<file path="config.mk">
export PLATFORM = sky130hd
export DESIGN_NAME = video_timing_gen
export DESIGN_NICKNAME = d
export VERILOG_FILES = /design/src/rtl/vtg_pkg.sv /design/src/rtl/timing_axis_counter.sv /design/src/rtl/video_timing_gen.sv
export SDC_FILE = /design/constraint.sdc
export NUM_CORES = 1
export LEC_CHECK = 0
export BUFFER_PORTS_ARGS = -buffer_cell sky130_fd_sc_hd__buf_4
export CAP_MARGIN = 20
export CORE_MARGIN = 5
export CORE_UTILIZATION = 55
export DETAILED_ROUTE_END_ITERATION = 16
export PLACE_DENSITY_LB_ADDON = 0.3
export SLEW_MARGIN = 20
export SYNTH_ARGS = -nofsm -noshare
export SYNTH_HDL_FRONTEND = slang
export SYNTH_SLANG_ARGS = --single-unit
export TNS_END_PERCENT = 50
</file>
<file path="constraint.sdc">
create_clock -name clock -period 4.2 [get_ports clock]
set_clock_uncertainty 0.05 [all_clocks]
set_input_delay 0.84 -clock clock [delete_from_list [all_inputs] [get_ports clock]]
set_output_delay 0.84 -clock clock [all_outputs]
set_load 0.02 [all_outputs]
</file>
<file path="src/rtl/vtg_pkg.sv">
// Shared XGA 1024x768@60 timing constants for the video timing generator.
// Frame-tick pulse is built only when VTG_FRAME_TICK_EN is defined.
package vtg_pkg;

  localparam int CNT_W = 11;

  localparam int XGA_H_ACTIVE = 1024;
  localparam int XGA_H_FP     = 24;
  localparam int XGA_H_SYNC   = 136;
  localparam int XGA_H_BP     = 160;
  localparam int XGA_H_TOTAL  = XGA_H_ACTIVE + XGA_H_FP
                              + XGA_H_SYNC + XGA_H_BP;

  localparam int XGA_V_ACTIVE = 768;
  localparam int XGA_V_FP     = 3;
  localparam int XGA_V_SYNC   = 6;
  localparam int XGA_V_BP     = 29;
  localparam int XGA_V_TOTAL  = XGA_V_ACTIVE + XGA_V_FP
                              + XGA_V_SYNC + XGA_V_BP;

  localparam logic [9:0] BLANK_COORD = 10'h3FF;

endpackage

</file>
<file path="src/rtl/timing_axis_counter.sv">
// One raster axis: wrap counter plus active-region and sync-window
// comparators. Instantiated once for horizontal, once for vertical.
module timing_axis_counter
  import vtg_pkg::*;
#(
  parameter int ACTIVE = XGA_H_ACTIVE,
  parameter int FP     = XGA_H_FP,
  parameter int SYNC   = XGA_H_SYNC,
  parameter int BP     = XGA_H_BP
) (
  input  logic             clock,
  input  logic             reset,
  input  logic             en,
  output logic [CNT_W-1:0] count,
  output logic             active,
  output logic             sync_win
);

  localparam int TOTAL = ACTIVE + FP + SYNC + BP;

  localparam logic [CNT_W-1:0] LAST_C  = CNT_W'(TOTAL - 1);
  localparam logic [CNT_W-1:0] ACT_C   = CNT_W'(ACTIVE);
  localparam logic [CNT_W-1:0] SYNC_LO = CNT_W'(ACTIVE + FP);
  localparam logic [CNT_W-1:0] SYNC_HI = CNT_W'(ACTIVE + FP + SYNC);

  // advance when enabled, wrapping to 0 after the last count
  always_ff @(posedge clock or posedge reset) begin
    if (reset) begin
      count <= '0;
    end else if (en) begin
      if (count == LAST_C) count <= '0;
      else                 count <= count + CNT_W'(1);
    end
  end

  assign active   = (count < ACT_C);
  assign sync_win = (count >= SYNC_LO) && (count < SYNC_HI);

endmodule

</file>
<file path="src/rtl/video_timing_gen.sv">
// XGA raster timing generator: registered, mutually aligned coordinates,
// video_on and syncs. Optional macro VTG_FRAME_TICK_EN adds frame_tick.
module video_timing_gen
  import vtg_pkg::*;
#(
  parameter int H_ACTIVE = XGA_H_ACTIVE,
  parameter int H_FP     = XGA_H_FP,
  parameter int H_SYNC   = XGA_H_SYNC,
  parameter int H_BP     = XGA_H_BP,
  parameter int V_ACTIVE = XGA_V_ACTIVE,
  parameter int V_FP     = XGA_V_FP,
  parameter int V_SYNC   = XGA_V_SYNC,
  parameter int V_BP     = XGA_V_BP,
  parameter bit SYNC_POL = 1'b0
) (
  input  logic       clock,
  input  logic       reset,
  output logic       horiz_sync,
  output logic       vert_sync,
  output logic       video_on,
  output logic [9:0] pixel_row,
  output logic [9:0] pixel_column,
  output logic       frame_tick
);

  localparam int H_TOTAL = H_ACTIVE + H_FP + H_SYNC + H_BP;
  localparam logic [CNT_W-1:0] H_LAST = CNT_W'(H_TOTAL - 1);

  logic [CNT_W-1:0] h_count;
  logic [CNT_W-1:0] v_count;
  logic             h_active;
  logic             v_active;
  logic             h_sync_win;
  logic             v_sync_win;
  logic             h_last;
  logic             visible;
  logic             unused_hi;

  timing_axis_counter #(
    .ACTIVE (H_ACTIVE),
    .FP     (H_FP),
    .SYNC   (H_SYNC),
    .BP     (H_BP)
  ) u_h_axis (
    .clock    (clock),
    .reset    (reset),
    .en       (1'b1),
    .count    (h_count),
    .active   (h_active),
    .sync_win (h_sync_win)
  );

  assign h_last = (h_count == H_LAST);

  timing_axis_counter #(
    .ACTIVE (V_ACTIVE),
    .FP     (V_FP),
    .SYNC   (V_SYNC),
    .BP     (V_BP)
  ) u_v_axis (
    .clock    (clock),
    .reset    (reset),
    .en       (h_last),
    .count    (v_count),
    .active   (v_active),
    .sync_win (v_sync_win)
  );

  assign visible   = h_active & v_active;
  assign unused_hi = ^{h_count[CNT_W-1:10], v_count[CNT_W-1:10]};

  // register all raster outputs from the same count pair
  always_ff @(posedge clock or posedge reset) begin
    if (reset) begin
      video_on     <= 1'b0;
      pixel_row    <= BLANK_COORD;
      pixel_column <= BLANK_COORD;
      horiz_sync   <= ~SYNC_POL;
      vert_sync    <= ~SYNC_POL;
    end else begin
      video_on     <= visible;
      pixel_row    <= visible ? v_count[9:0] : BLANK_COORD;
      pixel_column <= visible ? h_count[9:0] : BLANK_COORD;
      horiz_sync   <= h_sync_win ? SYNC_POL : ~SYNC_POL;
      vert_sync    <= v_sync_win ? SYNC_POL : ~SYNC_POL;
    end
  end

`ifdef VTG_FRAME_TICK_EN
  localparam logic [CNT_W-1:0] V_BLANK0 = CNT_W'(V_ACTIVE);

  // one pulse at the first blanking line, column 0
  always_ff @(posedge clock or posedge reset) begin
    if (reset) frame_tick <= 1'b0;
    else       frame_tick <= (v_count == V_BLANK0) && (h_count == '0);
  end
`else
  assign frame_tick = 1'b0;
`endif

endmodule

</file>
==> tab_implementation.tex <==
\begin{tabular}{lr}
\hline
Metric & Value \\
\hline
\multicolumn{2}{l}{\textbf{Global routing}} \\
Maximum number of pins on one net before global-route repair & 29 \\
GR Overflow Total & 0 \\
Vias in the first global route & $\sim$1,400 \\
Number of antenna violations at the first check in global routing & 0 \\
Aggregate global-route resource usage & between 15 and 20\% \\
Global-route wire length before repair & $\sim$6200 um \\
\multicolumn{2}{l}{\textbf{Critical path}} \\
Data required time at the worst endpoint & around 4300 ps \\
Cell with the largest stage delay on the worst path & sky130\_fd\_sc\_hd\_\_and3\_1 \\
Worst stage delay on the critical path & 480 ps \\
Count of buffer and inverter cells on the critical path & 0 \\
Worst reg2reg path startpoint & u\_h\_axis.count[0] \\
Peak fanout along the critical path & 11 \\
Worst reg-to-reg setup slack & 2250 ps \\
Crit path kind & flip-flop to flip-flop \\
CP startpoint kind & flip-flop \\
Worst reg2reg endpoint & u\_v\_axis.count[6] \\
Arrival @ worst endpoint & between 2000 and 2500 ps \\
R2r worst-path depth & 5 \\
Critical Path Most Common Cell & sky130\_fd\_sc\_hd\_\_and3\_1 \\
Crit path cell chain & ha\_1 -> and3\_1 -> and3\_1 -> nand4\_1 -> xnor2\_1 \\
Top cell family by delay on the critical path & simple AND/OR/NAND/NOR gates \\
Crit end category & flip-flop \\
\multicolumn{2}{l}{\textbf{Floorplan}} \\
Std-Cell Rows & 22 \\
DIE AREA & slightly below 5000 um\^{}2 \\
Initial standard-cell utilization of the core & 55.8\% \\
Std-Cell Core Area & between 3000 and 4000 um\^{}2 \\
Chip height & slightly above 70 um \\
DIE WIDTH & slightly above 70 um \\
I/O pins & 26 \\
\multicolumn{2}{l}{\textbf{Synth}} \\
Top\_reg\_cell synth & sky130\_fd\_sc\_hd\_\_dfrtp\_1 \\
Mean post-synth cell area & $\sim$11 um\^{}2 \\
Top cells by count, synth & 23 x sky130\_fd\_sc\_hd\_\_dfrtp\_1, 22 x sky130\_fd\_sc\_hd\_\_dfstp\_2, 17 x sky130\_fd\_sc\_hd\_\_nand2\_1 \\
Count of cell types in the netlist & 40 \\
Simple-gate share of the synthesized area & between 20\% and 30\% \\
Synthesized area & between 2000 and 2500 um\^{}2 \\
Complex-gate fraction of the synthesized area & about 7.6\% \\
Synth top area share & 28.7\% \\
Post-synthesis share of cell area spent on xor and xnor gates & 3.92\% \\
Net count of the mapped netlist & 183 \\
Sequential fraction of the synthesis area & around 57\% \\
Count of flip-flops with a built-in enable after synthesis & 0 \\
Number of synthesis warnings & 0 \\
Count of state elements after synthesis & 45 \\
Main combinational cell family by area after synthesis & simple AND/OR/NAND/NOR gates \\
Cell type with the highest aggregate area in the netlist & sky130\_fd\_sc\_hd\_\_dfstp\_2 \\
Fraction of the mapped netlist area in adder cells & under 10\% \\
Cell types with the largest area share after synthesis & sky130\_fd\_sc\_hd\_\_dfstp\_2 29\%, sky130\_fd\_sc\_hd\_\_dfrtp\_1 29\%, sky130\_fd\_sc\_hd\_\_nand2b\_1 4.7\% \\
Async set-or-reset flop fraction in the synthesized netlist & 100\% \\
Library cell with the highest instance count after synthesis & sky130\_fd\_sc\_hd\_\_dfrtp\_1 \\
Mux cell area share after synthesis & less than 1\% \\
Synth Instances & 177 \\
\multicolumn{2}{l}{\textbf{Flow run}} \\
\# Max-Cap Violations & 0 \\
\multicolumn{2}{l}{\textbf{CTS}} \\
Gates resized, CTS repair & 0 \\
Post-CTS Setup Repair Bufs & 0 \\
CTS hold repair buffers & 0 \\
Insertion delay to the later sink of the worst-skew pair & around 290 ps \\
Clk Tree Root Cell & sky130\_fd\_sc\_hd\_\_clkbuf\_8 \\
Total clock buffers created by CTS & 5 \\
Clock transition at the registers of the reported paths & $\sim$80 ps \\
Clock H-tree levels & 2 \\
Clk buf depth & 2 \\
Clock tree from TritonCTS & done \\
Clock tree sinks & 45 \\
\multicolumn{2}{l}{\textbf{Finish}} \\
Net total in the final layout & around 210 \\
Area used by multi-input combinational logic & approximately 800 um\^{}2 \\
Sequential cell area in the final layout & roughly 1200 um\^{}2 \\
Fillcell total & $\sim$270 \\
Antenna diode instance count & 0 \\
Share of final-layout standard cells stronger than drive strength 1 & 30.9\% \\
Area added between synthesis and finish & 17.9\% \\
\multicolumn{2}{l}{\textbf{Power and ir drop}} \\
Net Sw Power & roughly 0.15 mW \\
Highest ir drop seen on vdd & between 0.0002 and 0.00025 V \\
Sequential Power Share & a little under three fifths \\
PwrDens & 330 nW/um\^{}2 \\
Leakage power & $\sim$1.1 nW \\
Total internal power & around 0.63 mW \\
Switching share of power & about a fifth \\
Logic pwr share & 1.8\% \\
Proportion of power drawn by the clock network & between 40\% and 50\% \\
\multicolumn{2}{l}{\textbf{Timing}} \\
Number of failing setup endpoints in the final timing report & 0 \\
Unrepaired setup endpoints after global routing & no \\
Time the worst path needs with I/O delays and setup & just under 2000 ps \\
Highest clock frequency the design can meet & about 500 MHz \\
Total negative setup slack & 0 ps \\
Final hold slack & between 400 and 500 ps \\
Remaining max-slew budget at the tightest pin & 50.6\% \\
Final Hold Fails & 0 \\
Share of the clock period used by the worst path & 46.4\% \\
Pins Over Slew Limit & 0 \\
Actual slew at the worst max-slew pin & $\sim$740 ps \\
\multicolumn{2}{l}{\textbf{Routing}} \\
Initial DRT Pass Iterations & 4 \\
Routed length per placed instance & 14.6 um \\
Number of remaining DRC errors & 0 \\
Number of vias per cell after detailed routing & 5.59 \\
ANT nets after route & 0 \\
Via total after detailed routing & roughly 1,400 \\
Initial drt markers & 114 \\
Detailed Route WL & 3680 um \\
\multicolumn{2}{l}{\textbf{Placed design}} \\
Placed wire-length estimate & around 2600 um \\
Number of I/O port buffers & 24 \\
Routability congestion estimate & 0.880 \\
\multicolumn{2}{l}{\textbf{Hold path}} \\
Hold/Removal Path Class & primary input to async pin \\
\multicolumn{2}{l}{\textbf{Run status}} \\
Run status & finished, final reports clean \\
\hline
\end{tabular}
==> flip-flops by register name (all words and copies together), names as in the netlist <==
signal and count:
horiz_sync 1, pixel_column 10, pixel_row 10, u_h_axis.count 11
u_v_axis.count 11, vert_sync 1, video_on 1
==> worst max path at each step <==
stage | endpoint | cells past startpoint | slack, ps | from
after floorplan | u_h_axis.count[0] | 1 | 2290 | reset
after global placement | pixel_row[1] | 3 | 2220 | reset
after detailed placement | pixel_column[2] | 3 | 2170 | reset
after CTS | u_v_axis.count[6] | 5 | 2250 | u_h_axis.count[0]
after global routing | u_v_axis.count[6] | 5 | 2110 | u_h_axis.count[0]
final | u_v_axis.count[6] | 5 | 2250 | u_h_axis.count[0]
==> metrics by stage <==
step	total power, mW	setup slack (ps)	util, %	cells	instance area, um^2
floorplan	0.449	2290	-	177	2010
global placement	0.453	2220	61.5	243	2220
detailed placement	0.453	2170	61.7	243	2220
CTS	0.790	2250	65.0	251	2340
global route	0.814	2110	65.8	252	2370
finish	0.783	2250	65.8	252	2370
==> final cells by class <==
class	count	share of cell area, %
Sequential cell	45	48.6
Clock inverter	2	1.58
Clock buffer	6	3.48
Inverter	7	1.11
Timing Repair Buffer	27	9.39
Tap cell	48	2.53
Multi-Input combinational cell	117	33.3
==> metal layers <==
layer / vias up / global-route usage, % / wire length [um]
met5: - / 0 / 0
met3: 7 / 5.18 / 218
met2: 44 / 25.8 / 1870
met1: 697 / 19.2 / 1540
met4: 0 / 7.02 / 56
li1: 660 / - / -
==> worst reg2reg max path, cell delays in order, from the launching register on <==
cell and delay (ps):
sky130_fd_sc_hd__dfrtp_1 420, sky130_fd_sc_hd__ha_1 200, sky130_fd_sc_hd__and3_1 380, sky130_fd_sc_hd__and3_1 480, sky130_fd_sc_hd__nand4_1 170, sky130_fd_sc_hd__xnor2_1 150
==> cell usage in the layout (no fill, tap or decap), drive strengths merged, types with 2 or more instances in the layout <==
master and instances:
nand2b 15, nand2 17, nand4b 5, and2 4
dfrtp 23, xor2 6, and3 6, or3 2
o21ai 8, nand3 9, ha 4, buf 27
nor4 2, a21oi 5, nor2 7, xnor2 3
nor3 3, dfstp 22, clkbuf 6, a31oi 4
nand4 3, inv 6
==> power by group through the flow <==
stage	Combinational (mW)	Sequential, mW	Clock [mW]
after floorplan	0.00766	0.442	0
after global placement	0.0108	0.442	0
after detailed placement	0.0113	0.442	0
after CTS	0.0112	0.434	0.345
after global routing	0.0161	0.434	0.364
final	0.0139	0.434	0.335
==> cells by family (layout without fill, tap and decap cells) <==
kind of cell / Yosys count / after routing
AOI/OAI and AO/OA: 24 / 24
adders and majority gates: 4 / 4
xor gates and xnor gates: 9 / 9
and+or+nand+nor: 78 / 78
buffers and inverters: 15 / 42
other: 1 / 1
muxes: 1 / 1
DFF: 45 / 45
Note: power is estimated with default switching activity, not from simulation.
